### src/rtl/sd_spi_block_master.sv
// SPI-mode SD command initiator: 48-bit command frame, R1 poll and optional CMD17 block read.
// Define SD_CRC16_CHK_EN to check the data-block CRC16-CCITT (err=3 on mismatch).
module sd_spi_block_master #(
   parameter int CLK_DIV       = 2,
   parameter int RESP_TIMEOUT  = 16,
   parameter int TOKEN_TIMEOUT = 1023
) (
   input  logic        clk,
   input  logic        rst_n,
   input  logic        cmd_req,
   input  logic [5:0]  cmd_index,
   input  logic [31:0] cmd_arg,
   input  logic [7:0]  cmd_crc,
   input  logic        cmd_rd_blk,
   output logic        busy,
   output logic        done,
   output logic [7:0]  resp,
   output logic [1:0]  err,
   output logic [7:0]  rd_data,
   output logic        rd_valid,
   output logic        spi_clk,
   output logic        spi_cs_n,
   output logic        spi_mosi,
   input  logic        spi_miso
);

   // state   | meaning
   // S_IDLE  | waiting for cmd_req, cs_n high
   // S_CMD   | shifting out the 6-byte command frame
   // S_GAP   | one byte of mosi=1, miso ignored
   // S_RESP  | polling for an R1 byte (bit7=0)
   // S_TOKEN | polling for the 0xFE start token
   // S_DATA  | receiving 512 data bytes
   // S_CRC   | receiving the 2 data CRC bytes
   // S_TAIL  | cs_n high, 8 trailing clocks
   typedef enum logic [2:0] {
      S_IDLE, S_CMD, S_GAP, S_RESP, S_TOKEN, S_DATA, S_CRC, S_TAIL
   } state_t;

   localparam int            DW         = (CLK_DIV > 1) ? $clog2(CLK_DIV) : 1;
   localparam logic [DW-1:0] DIV_LOAD   = DW'(CLK_DIV - 1);
   localparam logic [9:0]    RESP_LOAD  = 10'(RESP_TIMEOUT - 1);
   localparam logic [9:0]    TOKEN_LOAD = 10'(TOKEN_TIMEOUT - 1);

   state_t        state;
   logic [DW-1:0] div_cnt;
   logic [2:0]    bit_cnt;
   logic [9:0]    byte_cnt;
   logic [47:0]   tx;
   logic [7:0]    rx;
   logic [7:0]    rx_next;
   logic          rd_blk;
   logic          fin;

   assign rx_next = {rx[6:0], spi_miso};

`ifdef SD_CRC16_CHK_EN
   logic [15:0] crc_calc;
   logic [7:0]  crc_hi;

   function automatic logic [15:0] crc16_byte(input logic [15:0] c, input logic [7:0] d);
      logic [15:0] r;
      r = c;
      for (int i = 7; i >= 0; i--) begin
         if (r[15] ^ d[i]) r = {r[14:0], 1'b0} ^ 16'h1021;
         else              r = {r[14:0], 1'b0};
      end
      return r;
   endfunction
`endif

   always_ff @(posedge clk or negedge rst_n) begin
      if (!rst_n) begin
         state    <= S_IDLE;
         div_cnt  <= '0;
         bit_cnt  <= 3'd7;
         byte_cnt <= '0;
         tx       <= '1;
         rx       <= 8'hFF;
         rd_blk   <= 1'b0;
         fin      <= 1'b0;
         busy     <= 1'b0;
         done     <= 1'b0;
         resp     <= 8'hFF;
         err      <= 2'd0;
         rd_data  <= 8'h00;
         rd_valid <= 1'b0;
         spi_clk  <= 1'b0;
         spi_cs_n <= 1'b1;
         spi_mosi <= 1'b1;
`ifdef SD_CRC16_CHK_EN
         crc_calc <= '0;
         crc_hi   <= '0;
`endif
      end else begin
         done     <= 1'b0;
         rd_valid <= 1'b0;
         if (state == S_IDLE) begin
            if (cmd_req) begin
               state    <= S_CMD;
               busy     <= 1'b1;
               spi_cs_n <= 1'b0;
               tx       <= {2'b01, cmd_index, cmd_arg, cmd_crc};
               spi_mosi <= 1'b0;
               rd_blk   <= cmd_rd_blk;
               resp     <= 8'hFF;
               err      <= 2'd0;
               div_cnt  <= DIV_LOAD;
               bit_cnt  <= 3'd7;
               byte_cnt <= 10'd5;
`ifdef SD_CRC16_CHK_EN
               crc_calc <= '0;
`endif
            end
         end else if (fin) begin
            // one clk after the final falling edge of the tail byte
            fin   <= 1'b0;
            state <= S_IDLE;
            busy  <= 1'b0;
            done  <= 1'b1;
         end else if (div_cnt != '0) begin
            div_cnt <= div_cnt - 1'b1;
         end else begin
            div_cnt <= DIV_LOAD;
            if (!spi_clk) begin
               spi_clk <= 1'b1;
               rx      <= rx_next;
               if (state == S_DATA && bit_cnt == 3'd0) begin
                  rd_data  <= rx_next;
                  rd_valid <= 1'b1;
`ifdef SD_CRC16_CHK_EN
                  crc_calc <= crc16_byte(crc_calc, rx_next);
`endif
               end
            end else begin
               spi_clk  <= 1'b0;
               tx       <= {tx[46:0], 1'b1};
               spi_mosi <= tx[46];
               bit_cnt  <= bit_cnt - 1'b1;
               if (bit_cnt == 3'd0) begin
                  byte_cnt <= byte_cnt - 1'b1;
                  case (state)
                     S_CMD: begin
                        if (byte_cnt == '0) state <= S_GAP;
                     end
                     S_GAP: begin
                        state    <= S_RESP;
                        byte_cnt <= RESP_LOAD;
                     end
                     S_RESP: begin
                        if (!rx[7]) begin
                           resp <= rx;
                           if (rd_blk && rx == 8'h00) begin
                              state    <= S_TOKEN;
                              byte_cnt <= TOKEN_LOAD;
                           end else begin
                              state    <= S_TAIL;
                              spi_cs_n <= 1'b1;
                           end
                        end else if (byte_cnt == '0) begin
                           err      <= 2'd1;
                           state    <= S_TAIL;
                           spi_cs_n <= 1'b1;
                        end
                     end
                     S_TOKEN: begin
                        if (rx == 8'hFE) begin
                           state    <= S_DATA;
                           byte_cnt <= 10'd511;
                        end else if (byte_cnt == '0) begin
                           err      <= 2'd2;
                           state    <= S_TAIL;
                           spi_cs_n <= 1'b1;
                        end
                     end
                     S_DATA: begin
                        if (byte_cnt == '0) begin
                           state    <= S_CRC;
                           byte_cnt <= 10'd1;
                        end
                     end
                     S_CRC: begin
                        if (byte_cnt == '0) begin
`ifdef SD_CRC16_CHK_EN
                           if ({crc_hi, rx} != crc_calc) err <= 2'd3;
`endif
                           state    <= S_TAIL;
                           spi_cs_n <= 1'b1;
                        end else begin
`ifdef SD_CRC16_CHK_EN
                           crc_hi <= rx;
`endif
                        end
                     end
                     S_TAIL: begin
                        fin <= 1'b1;
                     end
                     default: ;
                  endcase
               end
            end
         end
      end
   end

endmodule

### config.mk
export PLATFORM = sky130hd
export DESIGN_NAME = sd_spi_block_master
export DESIGN_NICKNAME = d
export VERILOG_FILES = /design/src/rtl/sd_spi_block_master.sv
export SDC_FILE = /design/constraint.sdc
export NUM_CORES = 1
export LEC_CHECK = 0
export ABC_AREA = 1
export ABC_CLOCK_PERIOD_IN_PS = 2300
export CAP_MARGIN = 20
export CORE_UTILIZATION = 50
export CTS_CLUSTER_DIAMETER = 40
export CTS_CLUSTER_SIZE = 16
export DETAILED_ROUTE_END_ITERATION = 10
export MAX_ROUTING_LAYER = met4
export PLACE_DENSITY_LB_ADDON = 0.1
export SETUP_SLACK_MARGIN = 0.2
export SYNTH_ARGS = -nofsm -noshare
export SYNTH_HDL_FRONTEND = slang
export SYNTH_SLANG_ARGS = --single-unit
### constraint.sdc
create_clock -name clk -period 2.3 [get_ports clk]
set_input_delay 0.23 -clock clk [delete_from_list [all_inputs] [get_ports clk]]
set_output_delay 0.23 -clock clk [all_outputs]
set_load 0.1 [all_outputs]
==> results.py <==
metrics = {
    "sta": {
        "worst_clock_skew_ns": 0.00759,
        "totalNegativeSetupSlack_ns": 0,
        "max_freq_ghz": 0.503,
        "min_period_ns": 1.99,
        "period_share": 0.865,
        "drv_slew": 0,
        "fin_ws_ns": 0.310,
        "maxSlewHeadroom": 0.607,
        "rsz0062_at_grt": "no",
        "worstMarginPinSlew_ns": 0.590,
        "whs_ns": 0.290,
        "final-setup-viol-count": 0,
        "hold_viol": 0,
    },
    "clock_tree": {
        "root_buffer": "clkbuf_8",
        "cts_buffers": 9,
        "cts_tree": "done",
        "clk-insertion-delay-late_ns": 0.37,
        "path_clk_slew_ns": 0.10,
        "ctsLongestPathBuffers": 2,
        "cts.htree.levels": 3,
        "clock-sinks": 98,
    },
    "placement": {
        "dp_hpwl_um": 7950,
        "io_buffers": 74,
        "gp_congestion": 0.915,
        "place_ws_ns": 0.192,
        "place_inst": 832,
    },
    "global_routing": {
        "grt_max_degree": 93,
        "grt_util_all_layers": 0.230,
        "overflow": 0,
        "antenna_found_initial": 0,
        "first_global_vias": 4088,
        "grt_pass1_wl_um": 19400,
    },
    "power": {
        "pwr_density_cell_nw_per_um2": 528,
        "p_total_mw": 3.33,
        "vdd_drop_max_mv": 0.362,
        "power.leakage_nw": 3.10,
    },
    "floorplan": {
        "io_pins": 75,
        "dieWidth_um": 104,
        "initial_core_util": 0.524,
        "die_h_um": 104,
        "fp.dieArea_um2": 10800,
        "rows": 36,
        "core_um2": 9910,
    },
    "cells_and_area": {
        "drive_gt1_frac": 0.215,
        "fin_cells": 855,
        "layout.nets": 771,
        "diodes": 0,
        "syn2layout_area_growth_pct": 21.7,
    },
    "detailed_routing": {
        "drtPass1Iterations": 5,
        "antenna_left": 0,
        "totalWireLength_um": 12100,
        "num_vias": 4446,
        "vias_per_cell": 5.20,
        "drc": 0,
        "avgRoutedWirePerCell_um": 14.2,
        "drt_iter0_drc": 220,
    },
    "synth": {
        "ys_types": 36,
        "syn_inst": 644,
        "yosysSeqAreaShare": 0.488,
        "syn_nets": 698,
        "ys_seq_elements": 98,
        "yosysWarnings": 0,
        "postSynthAreaPerCell_um2": 8.07,
        "synthesis.area_um2": 5190,
    },
    "critical_path": {
        "r2r_cells": 10,
        "cpPeakStageDelay_ns": 0.47,
        "crit_path_cell_trace": "inv_2, nand2_2, nor2_4, nand2_4, o21ai_2, nand2_2, nor2_2, nand3_2, nand2_1, o21ai_1",
        "required_ns": 2.55,
        "r2r_start": "state[0]$_DFFE_PN0P_",
        "worstReg2RegEnd": "err[0]$_DFFE_PN0P_",
        "critical_path_class": "register to register",
        "cp-endpoint": "err[0]$_DFFE_PN0P_",
        "slowest_stage": "dfrtp_1",
        "startpoint_type": "register",
        "regToRegSetupSlack_ns": 0.31,
        "critical_path.most_common_cell": "nand2_2",
        "critPathLaunch": "state[0]$_DFFE_PN0P_",
        "cp-end-kind": "register",
        "crit_arrival_ns": 2.24,
        "cp_max_fo": 8,
    },
    "run_status": {
        "status": "completed",
    },
    "worst_hold_path": {
        "min_path_type": "input port to asynchronous set/reset pin",
    },
    "run": {
        "cap_violations": 0,
    },
}
-- synth_stat cells --
| cell | count | area, um2 |
|---|---|---|
| o21ai_1 | 10 | 50.1 |
| o211ai_1 | 45 | 338 |
| a21oi_1 | 25 | 125 |
| buf_1 | 3 | 11.3 |
| mux2_2 | 5 | 56.3 |
| nor2_1 | 53 | 199 |
| nand2_1 | 164 | 616 |
| nor3_4 | 1 | 16.3 |
| xnor2_1 | 2 | 17.5 |
| o32ai_1 | 1 | 8.76 |
| nor2_2 | 2 | 12.5 |
| nand3b_1 | 1 | 7.51 |
| nand2_4 | 5 | 56.3 |
| nor2_4 | 2 | 22.5 |
| o21bai_1 | 1 | 7.51 |
| or2_2 | 1 | 6.26 |
| clkinv_2 | 1 | 5.00 |
| dfrtp_1 | 30 | 751 |
| nor3_1 | 1 | 5.00 |
| o21ai_2 | 1 | 8.76 |
| inv_1 | 94 | 353 |
| a22oi_1 | 2 | 15.0 |
| clkbuf_1 | 8 | 30.0 |
| dfstp_2 | 68 | 1790 |
| nand4_1 | 2 | 12.5 |
| ha_1 | 3 | 37.5 |
| a31oi_1 | 2 | 12.5 |
| a21oi_4 | 1 | 16.3 |
| a21oi_2 | 2 | 17.5 |
| buf_2 | 7 | 35.0 |
| nand3_1 | 20 | 100 |
| buf_6 | 8 | 90.1 |
| xor2_1 | 1 | 8.76 |
| o21ai_0 | 64 | 320 |
| nand2_2 | 4 | 25.0 |
| inv_2 | 4 | 15.0 |
-- where the power goes --
group | leakage (nW) | total [mW] | switching, mW | internal [mW]
registers | 1.06 | 1.76 | 0.0115 | 1.75
clock network | 0.114 | 1.28 | 0.631 | 0.650
logic | 1.92 | 0.289 | 0.142 | 0.147
-- cells by family (layout without fill, tap and decap cells) --
| logic type | Yosys count | in the layout | share of synthesized area |
|---|---|---|---|
| AND/OR/NAND/NOR | 256 | 256 | 0.208 |
| AO/OA/AOI/OAI | 154 | 154 | 0.177 |
| buffers and inverters | 125 | 203 | 0.104 |
| flip-flops | 98 | 98 | 0.488 |
| multiplexers | 5 | 5 | 0.0108 |
| adder cells (fa/ha/maj) | 3 | 3 | 0.00723 |
| XOR/XNOR | 3 | 3 | 0.00506 |
-- worst min-delay path by stage --
stage / slack [ns] / from / to
floorplan: -0.07 / rst_n / busy$_DFFE_PN0P_
global placement: 0.15 / rst_n / done$_DFF_PN0_
detailed placement: 0.15 / rst_n / done$_DFF_PN0_
CTS: 0.28 / rst_n / done$_DFF_PN0_
global route: 0.29 / rst_n / div_cnt$_DFFE_PN0P_
finish: 0.29 / rst_n / done$_DFF_PN0_
-- per-layer routing --
layer,part of all wire,wire length (um),track usage,vias up
li1,-,-,-,2211
met5,0,0,-,-
met1,0.47,5670,0.306,2118
met4,0.016,191,0.0827,0
met3,0.041,502,0.0414,16
met2,0.48,5760,0.355,101
-- worst max-delay path: cells and delay by family, from the launching register on --
kind / cells / cell delay, ns
and+or+nand+nor: 7 / 1.10
DFF: 1 / 0.47
AOI/OAI and AO/OA: 2 / 0.20
buffers and inverters: 1 / 0.13
-- stage by stage --
stage / util / area, um2
6_report: 0.638 / 6320
5_1_grt: 0.638 / 6320
4_1_cts: 0.624 / 6190
3_5_place_dp: 0.601 / 5950
3_3_place_gp: 0.601 / 5950
2_1_floorplan: - / 5200
-- flip-flops by register name, summed over array words and instances (netlist names) --
signal,count
state,3
spi_mosi,1
byte_cnt,10
resp,8
spi_clk,1
spi_cs_n,1
err,2
done,1
busy,1
rd_blk,1
bit_cnt,3
rd_data,8
div_cnt,1
tx,47
rx,8
rd_valid,1
fin,1
-- cell type report --
cell class / instances / area, um2
Fill cell: 858 / 3590
Sequential cell: 98 / 2540
Multi-Input combinational cell: 421 / 2130
Timing Repair Buffer: 88 / 882
Inverter: 99 / 375
Tap cell: 133 / 166
Clock buffer: 11 / 141
Clock inverter: 5 / 83.8
-- cell usage in the layout (no fill, tap or decap), drive strengths merged --
cell and n:
nor2 57, or2 1, clkdlybuf4s50 49, bufinv 2, inv 100, o211ai 45
a21oi 28, clkinv 2, nand3b 1, nand4 2, o21bai 1, dlygate4sd3 1
a31oi 2, o32ai 1, ha 3, clkbuf 13, nand3 20, a22oi 2
o21ai 75, dfstp 68, xnor2 2, mux2 5, xor2 1, nand2 173
nor3 2, buf 36, dfrtp 30
-- timing repair --
action,in CTS,in global routing
cloned,0,2
endpoints found under the setup margin,1,57
pin swaps,0,2
resized for setup,1,7
hold buffers,1,0
buffers inserted,0,4
endpoints found under the hold margin,4,0
Note: power is estimated with default switching activity, not from simulation.
